[src/rtl/timer_pkg.sv]
// Shared types and constants for the MM:SS countdown timer.
package timer_pkg;

  typedef enum logic [1:0] {
    ST_IDLE    = 2'd0,
    ST_RUN     = 2'd1,
    ST_PAUSED  = 2'd2,
    ST_EXPIRED = 2'd3
  } state_e;

  typedef logic [3:0] bcd_digit_t;

  localparam bcd_digit_t SEC_TENS_MAX = 4'd5;
  localparam bcd_digit_t DIGIT_MAX    = 4'd9;

  // True when a packed {tens,ones} BCD byte has tens <= tens_max and ones <= 9.
  function automatic logic bcd_byte_valid(input logic [7:0] b, input bcd_digit_t tens_max);
    return (b[7:4] <= tens_max) && (b[3:0] <= DIGIT_MAX);
  endfunction

endpackage

[src/rtl/bcd_digit_dec.sv]
// One BCD digit of a down-counter: decrements when borrow_in is set,
// wrapping 0 -> max_val and passing a borrow to the next digit.
module bcd_digit_dec
  import timer_pkg::*;
(
  input  bcd_digit_t digit_in,
  input  bcd_digit_t max_val,
  input  logic       borrow_in,
  output bcd_digit_t digit_out,
  output logic       borrow_out
);

  // Decrement with wrap-around; the digit passes through untouched without a borrow.
  always_comb begin
    digit_out  = digit_in;
    borrow_out = 1'b0;
    if (borrow_in) begin
      if (digit_in == 4'd0) begin
        digit_out  = max_val;
        borrow_out = 1'b1;
      end else begin
        digit_out = digit_in - 4'd1;
      end
    end
  end

endmodule

[src/rtl/countdown_timer.sv]
// MM:SS BCD countdown timer with load/start/pause control, a 1 Hz tick
// edge detector and optional auto-reload on expiry.
module countdown_timer
  import timer_pkg::*;
#(
  parameter bit AUTO_RELOAD = 1'b0
) (
  input  logic       clk,
  input  logic       ar,
  input  logic       tick_in,
  input  logic       load,
  input  logic       start,
  input  logic       pause,
  input  logic [7:0] preset_mm,
  input  logic [7:0] preset_ss,
  output logic [3:0] min_t,
  output logic [3:0] min_o,
  output logic [3:0] sec_t,
  output logic [3:0] sec_o,
  output logic       running,
  output logic       done,
  output logic       expired,
  output logic       load_err
);

  state_e     state_q, state_d;
  bcd_digit_t min_t_q, min_t_d, min_o_q, min_o_d;
  bcd_digit_t sec_t_q, sec_t_d, sec_o_q, sec_o_d;
  logic [7:0] rl_mm_q, rl_mm_d, rl_ss_q, rl_ss_d;
  logic       running_q, running_d, expired_q, expired_d;
  logic       done_q, done_d, load_err_q, load_err_d;
  logic       tick_d_q, tick_armed_q;
  logic       sec_evt, preset_ok, count_zero, next_zero;

  bcd_digit_t so_nx, st_nx, mo_nx, mt_nx;
  logic       so_b, st_b, mo_b, mt_b;

  // The armed flag needs tick_in to be seen low after reset, so a tick that is
  // already high when reset releases is not mistaken for a fresh rising edge.
  assign sec_evt   = tick_in & ~tick_d_q & tick_armed_q;
  assign preset_ok = bcd_byte_valid(preset_mm, DIGIT_MAX) &&
                     bcd_byte_valid(preset_ss, SEC_TENS_MAX);

  bcd_digit_dec u_sec_o (.digit_in(sec_o_q), .max_val(DIGIT_MAX),    .borrow_in(1'b1),
                         .digit_out(so_nx),   .borrow_out(so_b));
  bcd_digit_dec u_sec_t (.digit_in(sec_t_q), .max_val(SEC_TENS_MAX), .borrow_in(so_b),
                         .digit_out(st_nx),   .borrow_out(st_b));
  bcd_digit_dec u_min_o (.digit_in(min_o_q), .max_val(DIGIT_MAX),    .borrow_in(st_b),
                         .digit_out(mo_nx),   .borrow_out(mo_b));
  bcd_digit_dec u_min_t (.digit_in(min_t_q), .max_val(DIGIT_MAX),    .borrow_in(mo_b),
                         .digit_out(mt_nx),   .borrow_out(mt_b));

  // A borrow ripples out of the top digit only when every digit is zero.
  assign count_zero = mt_b;
  assign next_zero  = ({mt_nx, mo_nx, st_nx, so_nx} == 16'h0000);

  // Next-state logic: load beats pause beats start beats a second event.
  always_comb begin
    state_d    = state_q;
    min_t_d    = min_t_q;
    min_o_d    = min_o_q;
    sec_t_d    = sec_t_q;
    sec_o_d    = sec_o_q;
    rl_mm_d    = rl_mm_q;
    rl_ss_d    = rl_ss_q;
    done_d     = 1'b0;
    load_err_d = 1'b0;
    if (load) begin
      if (preset_ok) begin
        min_t_d = preset_mm[7:4];
        min_o_d = preset_mm[3:0];
        sec_t_d = preset_ss[7:4];
        sec_o_d = preset_ss[3:0];
        rl_mm_d = preset_mm;
        rl_ss_d = preset_ss;
        state_d = ST_IDLE;
      end else begin
        load_err_d = 1'b1;
      end
    end else if (pause) begin
      if (state_q == ST_RUN) begin
        state_d = ST_PAUSED;
      end
    end else if (start) begin
      if (state_q == ST_IDLE || state_q == ST_PAUSED) begin
        if (count_zero) begin
          state_d = ST_EXPIRED;
          done_d  = 1'b1;
        end else begin
          state_d = ST_RUN;
        end
      end
    end else if (state_q == ST_RUN && sec_evt && !count_zero) begin
      min_t_d = mt_nx;
      min_o_d = mo_nx;
      sec_t_d = st_nx;
      sec_o_d = so_nx;
      if (next_zero) begin
        done_d = 1'b1;
        if (AUTO_RELOAD && ({rl_mm_q, rl_ss_q} != 16'h0000)) begin
          min_t_d = rl_mm_q[7:4];
          min_o_d = rl_mm_q[3:0];
          sec_t_d = rl_ss_q[7:4];
          sec_o_d = rl_ss_q[3:0];
        end else begin
          state_d = ST_EXPIRED;
        end
      end
    end
    running_d = (state_d == ST_RUN);
    expired_d = (state_d == ST_EXPIRED);
  end

  // State, digit, reload and output registers; reset aborts everything at once.
  always_ff @(posedge clk or posedge ar) begin
    if (ar) begin
      state_q      <= ST_IDLE;
      min_t_q      <= '0;
      min_o_q      <= '0;
      sec_t_q      <= '0;
      sec_o_q      <= '0;
      rl_mm_q      <= '0;
      rl_ss_q      <= '0;
      running_q    <= 1'b0;
      expired_q    <= 1'b0;
      done_q       <= 1'b0;
      load_err_q   <= 1'b0;
      tick_d_q     <= 1'b0;
      tick_armed_q <= 1'b0;
    end else begin
      state_q      <= state_d;
      min_t_q      <= min_t_d;
      min_o_q      <= min_o_d;
      sec_t_q      <= sec_t_d;
      sec_o_q      <= sec_o_d;
      rl_mm_q      <= rl_mm_d;
      rl_ss_q      <= rl_ss_d;
      running_q    <= running_d;
      expired_q    <= expired_d;
      done_q       <= done_d;
      load_err_q   <= load_err_d;
      tick_d_q     <= tick_in;
      tick_armed_q <= tick_armed_q | ~tick_in;
    end
  end

  assign min_t    = min_t_q;
  assign min_o    = min_o_q;
  assign sec_t    = sec_t_q;
  assign sec_o    = sec_o_q;
  assign running  = running_q;
  assign done     = done_q;
  assign expired  = expired_q;
  assign load_err = load_err_q;

endmodule

[config.mk]
export PLATFORM = sky130hd
export DESIGN_NAME = countdown_timer
export DESIGN_NICKNAME = d
export VERILOG_FILES = /design/src/rtl/timer_pkg.sv /design/src/rtl/bcd_digit_dec.sv /design/src/rtl/countdown_timer.sv
export SDC_FILE = /design/constraint.sdc
export NUM_CORES = 1
export LEC_CHECK = 0
export BUFFER_PORTS_ARGS = -buffer_cell sky130_fd_sc_hd__buf_2
export CAP_MARGIN = 0
export CORE_MARGIN = 2
export CORE_UTILIZATION = 40
export CTS_BUF_LIST = sky130_fd_sc_hd__clkbuf_4
export DETAILED_ROUTE_END_ITERATION = 6
export PLACE_DENSITY = 0.79
export SETUP_SLACK_MARGIN = 0.2
export SYNTH_ARGS = -nofsm -noshare
export SYNTH_HDL_FRONTEND = slang
export SYNTH_SLANG_ARGS = --single-unit
export TNS_END_PERCENT = 30
[constraint.sdc]
create_clock -name clk -period 2.1 [get_ports clk]
set_input_delay 0.315 -clock clk [delete_from_list [all_inputs] [get_ports clk]]
set_output_delay 0.315 -clock clk [all_outputs]
set_load 0.02 [all_outputs]
==> results.sh <==
export IMPL_fin_setup_tns_ns=0
export IMPL_synth_flop_cell="dfrtp_1"
export IMPL_grt_usage=0.2080
export IMPL_switching_share=0.4303
export IMPL_drv_cap=0
export IMPL_wl_um=4202
export IMPL_p_leak_nw=0.8788
export IMPL_area_delta_synth_final_pct=40.21
export IMPL_clk_latency_ns=0.34
export IMPL_tightest_slew_ns=0.5189
export IMPL_seq_area_frac_synth=0.4196
export IMPL_power_switching_mw=0.8966
export IMPL_combinationalPowerShare=0.471
export IMPL_min_period_ns=2.092
export IMPL_yosysUniqueCellTypes=39
export IMPL_cts_tree="done"
export IMPL_critPathCaptureType="flop"
export IMPL_drt_iter0_drc=100
export IMPL_drc=0
export IMPL_cp_data_required_time_ns=2.36
export IMPL_fill_cells=303
export IMPL_startpoint_type="flop"
export IMPL_reg2reg_depth=6
export IMPL_p_per_area_mw_per_mm2=1038
export IMPL_period_share=0.9962
export IMPL_met2WireLength_um=2056
export IMPL_p_seq_frac=0.360
export IMPL_failed_checks="hold timing"
export IMPL_post_synth_top_area_cell="dfrtp_1"
export IMPL_syn_nets=192
export IMPL_cts_root_buf="clkbuf_4"
export IMPL_die_h_um=63.82
export IMPL_status="finished, violations left"
export IMPL_fp_dieW_um=63.82
export IMPL_fin_skew_ns=0.01396
export IMPL_timing_fmax_mhz=478.0
export IMPL_clock_sinks=24
export IMPL_synth_area_leaders="dfrtp_1 42%, o21ai_0 8.0%, a21oi_1 5.9%, nor2_1 5.5%, nor3_1 2.8%"
export IMPL_whs_ns=-0.002916
export IMPL_hold_viol=14
export IMPL_grt_pass1_wl_um=6624
export IMPL_internal_power_mw=1.187
export IMPL_relSlewSlack=0.6540
export IMPL_synth_area_per_cell_um2=8.420
export IMPL_grt_pass1_vias=1392
export IMPL_critPathArrivalTime_ns=2.35
export IMPL_final_setup_viol_count=0
export IMPL_wl_met3_um=254
export IMPL_nets=253
export IMPL_via_per_inst=5.630
export IMPL_htreeDepth=1
export IMPL_gp_congestion=0.8565
export IMPL_grt_max_degree=32
export IMPL_cts_hold_buf=0
export IMPL_antenna_found_initial=0
export IMPL_place_hpwl_um=2756
export IMPL_synth_edf_count=0
export IMPL_cts_buffers=3
export IMPL_grt_ovfl_total=0
export IMPL_routedWlPerCell_um=15.22
export IMPL_yosys_top_cells_count="24 x dfrtp_1, 23 x o21ai_0, 21 x nor2_1"
export IMPL_netlist_area_mm2=0.001431
export IMPL_antenna_cells=0
export IMPL_synth_top_cell_area_share=0.4196
export IMPL_crit_fanout=4
export IMPL_cts_max_path_buffers=2
export IMPL_rows=21
export IMPL_path_clk_slew_ns=0.15
export IMPL_drive_gt1_frac=0.4087
export IMPL_criticalPathCategory="reg2reg"
export IMPL_place_port_buffers=41
export IMPL_dr_pass1_iters=4
export IMPL_yosysWarnings=0
export IMPL_pin_count=42
export IMPL_initial_core_util=0.4223
export IMPL_coreArea_mm2=0.003390
export IMPL_vias=1554
export IMPL_final_util=0.5921
export IMPL_routed_top_layer="met4"
export IMPL_clock_power_share=0.168
export IMPL_power_total_mw=2.084
export IMPL_synth_cells=170
export IMPL_synthArstFlopShare=1.000
export IMPL_ys_seq_elements=24
export IMPL_drv_slew=0
export IMPL_fp_dieArea_mm2=0.004073
export IMPL_antenna_left=0
export IMPL_grt_setup_unrepaired="yes"
export IMPL_peakVddDrop_v=0.0004214
export IMPL_hold_class="in2async"
export IMPL_synth_most_common_cell="dfrtp_1"
export IMPL_wl_met1_um=1838
## state kept, by name (all words and copies together) (netlist names)
| signal | flops |
|---|---|
| done | 1 |
| expired | 1 |
| load_err | 1 |
| min_o | 4 |
| min_t | 4 |
| running | 1 |
| sec_o | 4 |
| sec_t | 4 |
| state_q | 2 |
| tick_armed_q | 1 |
| tick_d_q | 1 |
## what timing repair did
action	CTS	global route
endpoints found under the setup margin	19	20
cloned	0	1
setup buffers	10	1
resized for setup	6	17
pin swaps	6	11
## final cells by class
type                    count  area [µm²]  share of cell area
repair buffers             64       385.4              0.1920
clock inverters             1       30.03             0.01496
flip-flops and latches     24       610.6              0.3042
clock buffers               3       22.52             0.01122
multi-input cells         128       863.3              0.4302
inverters                  10       37.54             0.01870
well taps                  46       57.56             0.02868
## layer usage
layer,track usage,vias to the layer above
met3,0.02289,5
met1,0.2836,742
met5,0,-
li1,-,746
met2,0.3398,61
met4,0.07609,0
## power groups by stage
stage	Clock [mW]	Sequential (mW)	Combinational, mW
floorplan	0	0.893	0.426
global placement	0	0.766	0.800
detailed placement	0	0.774	0.814
CTS	0.350	0.745	0.930
global route	0.376	0.772	1.07
finish	0.351	0.751	0.982
## cell usage in the layout, fill, tap and decap left out, types with 2 or more instances in the layout
master,n
and2_1,3
a21oi_2,2
o22ai_1,5
nor2_1,21
a21oi_1,15
o2bb2ai_1,3
nand4b_1,2
a211oi_1,2
inv_1,9
a22oi_1,5
nor3_1,7
buf_6,2
o21ai_0,17
mux2i_1,3
clkbuf_4,3
nor4_4,3
o21ai_1,5
nand2_1,9
buf_4,21
dfrtp_1,16
buf_2,41
o21ai_2,2
nand3_1,3
dfrtp_2,8
## cell families after synthesis
family          synth area share
compound gates            0.2701
flops                     0.4196
simple gates              0.2282
mux                      0.02098
buf+inv                  0.05506
xor+xnor                0.006120
## worst max-delay path, stage by stage (launching register included)
cell and delay (ns):
dfrtp_2 0.47, or4_4 0.56, buf_4 0.16, or3_4 0.34, o21ai_0 0.17, mux2i_1 0.11
o21ai_0 0.21
## stage by stage
step                setup slack [ns]  cells  area [µm²]
floorplan                     0.1983    170        1483
global placement             0.01187    260        1780
detailed placement          -0.07867    260        1780
CTS                          0.03638    274        1946
global route                -0.09872    276        2007
finish                      0.008025    276        2007
## final timing paths
check	startpoint	end	slack, ns
max reg2reg	sec_o[3]$_DFFE_PP0P_	sec_t[1]$_DFFE_PP0P_	0.008
max in group asynchronous	ar	sec_o[1]$_DFFE_PP0P_	1.83
min	ar	min_t[1]$_DFFE_PP0P_	-0.003
min reg2reg	tick_armed_q$_DFF_PP0_	tick_armed_q$_DFF_PP0_	0.50
max	sec_o[3]$_DFFE_PP0P_	sec_t[1]$_DFFE_PP0P_	0.008
min in group clk	tick_in	tick_d_q$_DFF_PP0_	0.09
Note: power is estimated with default switching activity, not from simulation.
